`src/rtl/db_bus_arbiter_pkg.sv`:
```
// Shared definitions for the data-bus arbiter: access codes, FSM encodings,
// request predicate and the forwarded bus payload.
package db_bus_arbiter_pkg;

    localparam int unsigned ACC_W  = 3;
    localparam int unsigned ADDR_W = 32;
    localparam int unsigned DATA_W = 32;

    typedef logic [ACC_W-1:0] mem_access_t;

    localparam mem_access_t MEM_ACCESS_NONE = 3'd0;
    localparam mem_access_t MEM_ACCESS_R    = 3'd1;
    localparam mem_access_t MEM_ACCESS_W    = 3'd2;
    localparam mem_access_t MEM_ACCESS_X    = 3'd3;

    localparam int unsigned ST_W = 2;
    localparam logic [1:0] S_IDLE   = 2'd0;
    localparam logic [1:0] S_GRANT0 = 2'd1;
    localparam logic [1:0] S_GRANT1 = 2'd2;

    // Address, write data and access type travel together through the mux.
    typedef struct packed {
        logic [ADDR_W-1:0] addr;
        logic [DATA_W-1:0] data;
        mem_access_t       acc;
    } db_req_t;

    // Only R/W/X count as a request; NONE and undefined encodings do not.
    function automatic logic req_valid(input mem_access_t t);
        return (t == MEM_ACCESS_R) || (t == MEM_ACCESS_W) || (t == MEM_ACCESS_X);
    endfunction

endpackage

```
`src/rtl/db_watchdog_counter.sv`:
```
// Counts granted cycles without slave completion; flags the terminal count.
module db_watchdog_counter #(
    parameter int unsigned CNT_W          = 8,
    parameter int unsigned TIMEOUT_CYCLES = 255
) (
    input  logic clk,
    input  logic res,
    input  logic i_clear,
    input  logic i_enable,
    output logic o_tc_c
);

    logic [CNT_W-1:0] r_cnt;

    // Clear has priority over counting so a fresh grant always starts at zero.
    always_ff @(posedge clk) begin
        if (res || i_clear) begin
            r_cnt <= '0;
        end else if (i_enable) begin
            r_cnt <= r_cnt + CNT_W'(1);
        end
    end

    // A zero timeout disables the terminal count entirely.
    assign o_tc_c = (TIMEOUT_CYCLES != 0) && (r_cnt == CNT_W'(TIMEOUT_CYCLES - 1));

endmodule

```
`src/rtl/db_bus_arbiter.sv`:
```
// Round-robin two-master arbiter for the shared data bus, with a watchdog
// that force-releases a grant the slave never completes.
module db_bus_arbiter
    import db_bus_arbiter_pkg::*;
#(
    parameter int unsigned TIMEOUT_CYCLES = 255,
    parameter int unsigned CNT_W          = 8
) (
    input  logic              clk,
    input  logic              res,
    input  logic [31:0]       m0_addr,
    input  logic [31:0]       m0_dataOut,
    input  mem_access_t       m0_accessType,
    output logic [31:0]       m0_dataIn,
    output logic              m0_ready,
    output logic              m0_err,
    input  logic [31:0]       m1_addr,
    input  logic [31:0]       m1_dataOut,
    input  mem_access_t       m1_accessType,
    output logic [31:0]       m1_dataIn,
    output logic              m1_ready,
    output logic              m1_err,
    output logic [31:0]       db_addr,
    output logic [31:0]       db_dataOut,
    output mem_access_t       db_accessType,
    input  logic [31:0]       db_dataIn,
    input  logic              db_ready,
    output logic [1:0]        grant,
    output logic              busTimeout
);

    logic [ST_W-1:0] r_state;
    logic [ST_W-1:0] w_state_nxt;
    logic [1:0]      r_grant;
    logic            r_last;
    logic            w_last_nxt;
    logic            r_bus_timeout;
    logic            w_timeout;
    logic            w_tc;
    logic            w_req0;
    logic            w_req1;
    logic            w_m0_ready;
    logic            w_m1_ready;
    logic            w_m0_err;
    logic            w_m1_err;
    db_req_t         w_m0_req;
    db_req_t         w_m1_req;
    db_req_t         w_db_req;

    assign w_req0   = req_valid(m0_accessType);
    assign w_req1   = req_valid(m1_accessType);
    assign w_m0_req = '{addr: m0_addr, data: m0_dataOut, acc: m0_accessType};
    assign w_m1_req = '{addr: m1_addr, data: m1_dataOut, acc: m1_accessType};

    // Watchdog restarts on every state change and counts stalled granted cycles.
    db_watchdog_counter #(
        .CNT_W          (CNT_W),
        .TIMEOUT_CYCLES (TIMEOUT_CYCLES)
    ) u_watchdog (
        .clk      (clk),
        .res      (res),
        .i_clear  (w_state_nxt != r_state),
        .i_enable ((r_state != S_IDLE) && !db_ready),
        .o_tc_c   (w_tc)
    );

    // Next-state, pointer update and combinational bus forwarding.
    always_comb begin
        w_state_nxt = r_state;
        w_last_nxt  = r_last;
        w_timeout   = 1'b0;
        w_m0_ready  = 1'b0;
        w_m1_ready  = 1'b0;
        w_m0_err    = 1'b0;
        w_m1_err    = 1'b0;
        w_db_req    = '{addr: '0, data: '0, acc: MEM_ACCESS_NONE};
        if (!res) begin
            case (r_state)
                S_IDLE: begin
                    if (w_req0 && w_req1) begin
                        w_state_nxt = r_last ? S_GRANT0 : S_GRANT1;
                    end else if (w_req0) begin
                        w_state_nxt = S_GRANT0;
                    end else if (w_req1) begin
                        w_state_nxt = S_GRANT1;
                    end
                end
                S_GRANT0: begin
                    w_db_req = w_m0_req;
                    if (!w_req0) begin
                        w_db_req.acc = MEM_ACCESS_NONE;
                    end
                    if (db_ready) begin
                        w_m0_ready  = 1'b1;
                        w_last_nxt  = 1'b0;
                        w_state_nxt = w_req1 ? S_GRANT1 : S_IDLE;
                    end else if (!w_req0) begin
                        w_state_nxt = S_IDLE;
                    end else if (w_tc) begin
                        w_m0_err    = 1'b1;
                        w_timeout   = 1'b1;
                        w_last_nxt  = 1'b0;
                        w_state_nxt = S_IDLE;
                    end
                end
                S_GRANT1: begin
                    w_db_req = w_m1_req;
                    if (!w_req1) begin
                        w_db_req.acc = MEM_ACCESS_NONE;
                    end
                    if (db_ready) begin
                        w_m1_ready  = 1'b1;
                        w_last_nxt  = 1'b1;
                        w_state_nxt = w_req0 ? S_GRANT0 : S_IDLE;
                    end else if (!w_req1) begin
                        w_state_nxt = S_IDLE;
                    end else if (w_tc) begin
                        w_m1_err    = 1'b1;
                        w_timeout   = 1'b1;
                        w_last_nxt  = 1'b1;
                        w_state_nxt = S_IDLE;
                    end
                end
                default: begin
                    w_state_nxt = S_IDLE;
                end
            endcase
        end
    end

    // State, one-hot grant, last-owner pointer and sticky timeout flag.
    always_ff @(posedge clk) begin
        if (res) begin
            r_state       <= S_IDLE;
            r_grant       <= 2'b00;
            r_last        <= 1'b1;
            r_bus_timeout <= 1'b0;
        end else begin
            r_state       <= w_state_nxt;
            r_grant       <= {w_state_nxt == S_GRANT1, w_state_nxt == S_GRANT0};
            r_last        <= w_last_nxt;
            r_bus_timeout <= r_bus_timeout | w_timeout;
        end
    end

    assign db_addr       = w_db_req.addr;
    assign db_dataOut    = w_db_req.data;
    assign db_accessType = w_db_req.acc;
    assign m0_dataIn     = db_dataIn;
    assign m1_dataIn     = db_dataIn;
    assign m0_ready      = w_m0_ready;
    assign m1_ready      = w_m1_ready;
    assign m0_err        = w_m0_err;
    assign m1_err        = w_m1_err;
    assign grant         = r_grant;
    assign busTimeout    = r_bus_timeout;

endmodule
```
`config.mk`:
```
export PLATFORM = sky130hd
export DESIGN_NAME = db_bus_arbiter
export DESIGN_NICKNAME = d
export VERILOG_FILES = /design/src/rtl/db_bus_arbiter_pkg.sv /design/src/rtl/db_watchdog_counter.sv /design/src/rtl/db_bus_arbiter.sv
export SDC_FILE = /design/constraint.sdc
export NUM_CORES = 1
export LEC_CHECK = 0
export CORE_AREA = 2 2 119 121
export DETAILED_ROUTE_END_ITERATION = 8
export DIE_AREA = 0 0 121 123
export PLACE_DENSITY_LB_ADDON = 0.05
export SYNTH_ARGS = -nofsm -noshare
export SYNTH_HDL_FRONTEND = slang
export SYNTH_SLANG_ARGS = --single-unit
```
`constraint.sdc`:
```
create_clock -name clk -period 6.5 [get_ports clk]
set_clock_uncertainty 0.2 [all_clocks]
set_input_delay 1.95 -clock clk [delete_from_list [all_inputs] [get_ports clk]]
set_output_delay 1.95 -clock clk [all_outputs]
set_load 0.03 [all_outputs]
```
==> flow_summary.ini <==
[logic_synthesis]
synthesis.instances = 336
yosys_warnings = 0
ys_types = 42
async_reset_ff_share_pct = 0
syn_area_mm2 = 0.00226
synth_area_per_cell_um2 = 6.72
synth-edff-count = 0
synth-seq-cells = 14
synth_fp_nets = 511
synth_ff_type = dfxtp_1
ys_seq_area_share_pct = 12.4

[cts]
clkSinkCount = 14
cts_tree = yes
numCtsBuffers = 3
cts_resized = 0
clock_path_buffers = 2
post_cts_buffers = 0
path_clk_slew_ns = 0.05
htreeDepth = 1
root_buffer = clkbuf_16
clk_latency_ns = 0.24
postCtsHoldBufs = 0

[floorplan]
die-area_mm2 = 0.0149
num_rows = 43
fp.dieW_um = 121
die_h_um = 123
core-area_mm2 = 0.0136
io_pins = 307
initial_core_util_pct = 16.6

[cells_and_area]
areaGrowthSynthToFinish_pct = 83.6
layout.nets = 641
drive_gt1_share_pct = 3.87
final_util_pct = 30.5
antenna_cells = 0

[worst_setup_path]
required_ns = 4.35
timing.rr.start = r_state[0]
rrSetupSlack_ns = 3.80
cp-end-kind = output port
rr_worst_depth = 7
cp_slowest_cell = clkdlybuf4s50_1
cp-start-kind = input pin
crit_buf_inv = 2
r2r_end = u_watchdog.r_cnt[6]
cp_top_family = buffers and inverters
crit_chain = clkdlybuf4s50_1 -> or3b_1 -> nor4_1 -> clkdlybuf4s50_1
path_max_fanout = 4
worstSetupPathType = input pin to output port
cp_common_cell = clkdlybuf4s50_1
cp_data_arrival_time_ns = 3.85
path_depth = 4
cp_slowest_stage_delay_ns = 0.75

[detailed_routing]
post_drt_wl_per_cell_um = 16.9
drt-pass1-iter-count = 4
ant_nets = 0
viasPerCell = 4.33
wirelength_mm = 10.9
num_vias = 2792
drc_errors = 0
drtIter0Drc = 115

[hold_path]
whs_endpoint = busTimeout
min_path_cells = 2
hp-class = flip-flop to flip-flop
hp-start = busTimeout

[global_route]
grt_pass1_wl_mm = 15.7
grt-ovfl-total = 0
grt_pass1_vias = 2650
grt_use_total_pct = 13.3
grt_max_degree = 58
antenna_found_initial = 0

[timing]
tightestPinTransition_ns = 0.691
post-route-period-util_pct = 92.4
finalSetupViolCount = 0
rsz0062_at_grt = no
tns_ns = 0
max_clock_freq_mhz = 167
fin_crit_ns = 6.00
hold_viol = 0
maxSlewHeadroom_pct = 53.9
slew_violations = 0

[place]
hpwl_mm = 8.72
io_buffers = 209
place.gp.congestion = 0.751

[pwr]
irDropWorstVdd_uv = 150
leakage_nw = 1.33
power_density_mw_per_mm2 = 124

[outcome]
status = complete, no violations

[run]
max_cap_viol_count = 0
cell usage after synthesis (3+ instances only):
cell type / instances / area share, %
buf_4: 65 / 22
nand2_1: 16 / 2.7
nor4_1: 3 / 0.83
nand4_1: 3 / 0.83
ha_1: 6 / 3.3
o21bai_1: 3 / 1.0
buf_1: 5 / 0.83
clkbuf_1: 19 / 3.2
inv_1: 4 / 0.66
a21oi_1: 4 / 0.89
dfxtp_1: 14 / 12
xnor2_1: 7 / 2.7
a22oi_1: 66 / 22
nor2_1: 74 / 12
nor3_1: 10 / 2.2
nor2b_1: 3 / 0.83
per-layer routing:
metal / up-vias / track usage, % / share of wire, %
met3: 9 / 3.46 / 8.9
met4: 0 / 1.82 / 0.41
met1: 1251 / 16.8 / 40
li1: 1378 / - / -
met2: 154 / 23.2 / 51
met5: - / 0 / 0
layout by cell type, fill, tap and decap left out, types with 2 or more instances in the layout:
cell | synthesis | final
a211oi_1 | 2 | 2
a21o_1 | 2 | 2
a21oi_1 | 4 | 4
a22oi_1 | 66 | 66
and2_1 | 2 | 2
and3_1 | 2 | 2
and3b_1 | 2 | 2
buf_4 | 65 | 5
clkbuf_16 | 0 | 3
clkdlybuf4s50_1 | 0 | 209
dfxtp_1 | 14 | 14
ha_1 | 6 | 4
ha_2 | 0 | 2
inv_1 | 4 | 4
nand2_1 | 16 | 16
nand3_1 | 2 | 2
nand4_1 | 3 | 3
nor2_1 | 74 | 74
nor2b_1 | 3 | 3
nor3_1 | 10 | 10
nor4_1 | 3 | 3
o21ai_1 | 2 | 2
o21bai_1 | 3 | 3
xnor2_1 | 7 | 7
worst max-delay path by stage:
stage	startpoint	end	slack, ns
6_report	m0_accessType[2]	m0_err	0.50
4_1_cts	m0_accessType[2]	m0_err	0.48
5_1_grt	m0_accessType[2]	m0_err	0.40
3_3_place_gp	db_ready	m1_err	0.42
2_1_floorplan	db_ready	m1_err	1.08
3_5_place_dp	res	db_dataOut[15]	0.48
power by group:
group          switching [mW]  leakage (nW)  internal [mW]
sequential            0.00518         0.114         0.0911
combinational           0.144          1.17          0.146
clock                  0.0360        0.0442         0.0933
total                   0.185          1.33          0.330
flip-flops by register name, summed over array words and instances, names as in the netlist:
signal,count
grant,2
u_watchdog.r_cnt,8
r_last,1
busTimeout,1
r_state,2
worst min-delay path, delay by kind of cell, from the launching register on:
family             cells  cell delay, ns
DFF                    1            0.32
AOI/OAI and AO/OA      1            0.04
and+or+nand+nor        1            0.07
through the flow:
| stage | power [mW] | hold slack, ns | worst slack [ns] | cells | cell area, um2 |
|---|---|---|---|---|---|
| floorplan | 0.316 | 0.284 | 1.08 | 336 | 2260 |
| global placement | 0.392 | 0.253 | 0.416 | 641 | 4060 |
| detailed placement | 0.390 | 0.258 | 0.482 | 641 | 4060 |
| CTS | 0.523 | 0.269 | 0.481 | 645 | 4150 |
| global route | 0.552 | 0.280 | 0.395 | 645 | 4150 |
| finish | 0.515 | 0.265 | 0.496 | 645 | 4150 |
final cells by class:
type | instances | area (um2)
clock buffers | 4 | 88.8
fillers | 1457 | 9470
inverters | 4 | 15.0
multi-input cells | 228 | 1390
flip-flops and latches | 14 | 280
well taps | 180 | 225
repair buffers | 215 | 2150
kinds of logic (layout without fill, tap and decap cells):
family                     after synthesis  after routing  synth area share (%)
DFF                                     14             14                  12.4
and+or+nand+nor                        123            123                  24.0
other                                    1              1                 0.166
adders and majority gates                6              6                  3.33
AOI/OAI and AO/OA                       91             91                  30.9
xor gates and xnor gates                 7              7                  2.72
buffers and inverters                   94            223                  26.5
(Power assumes the default switching activity.)
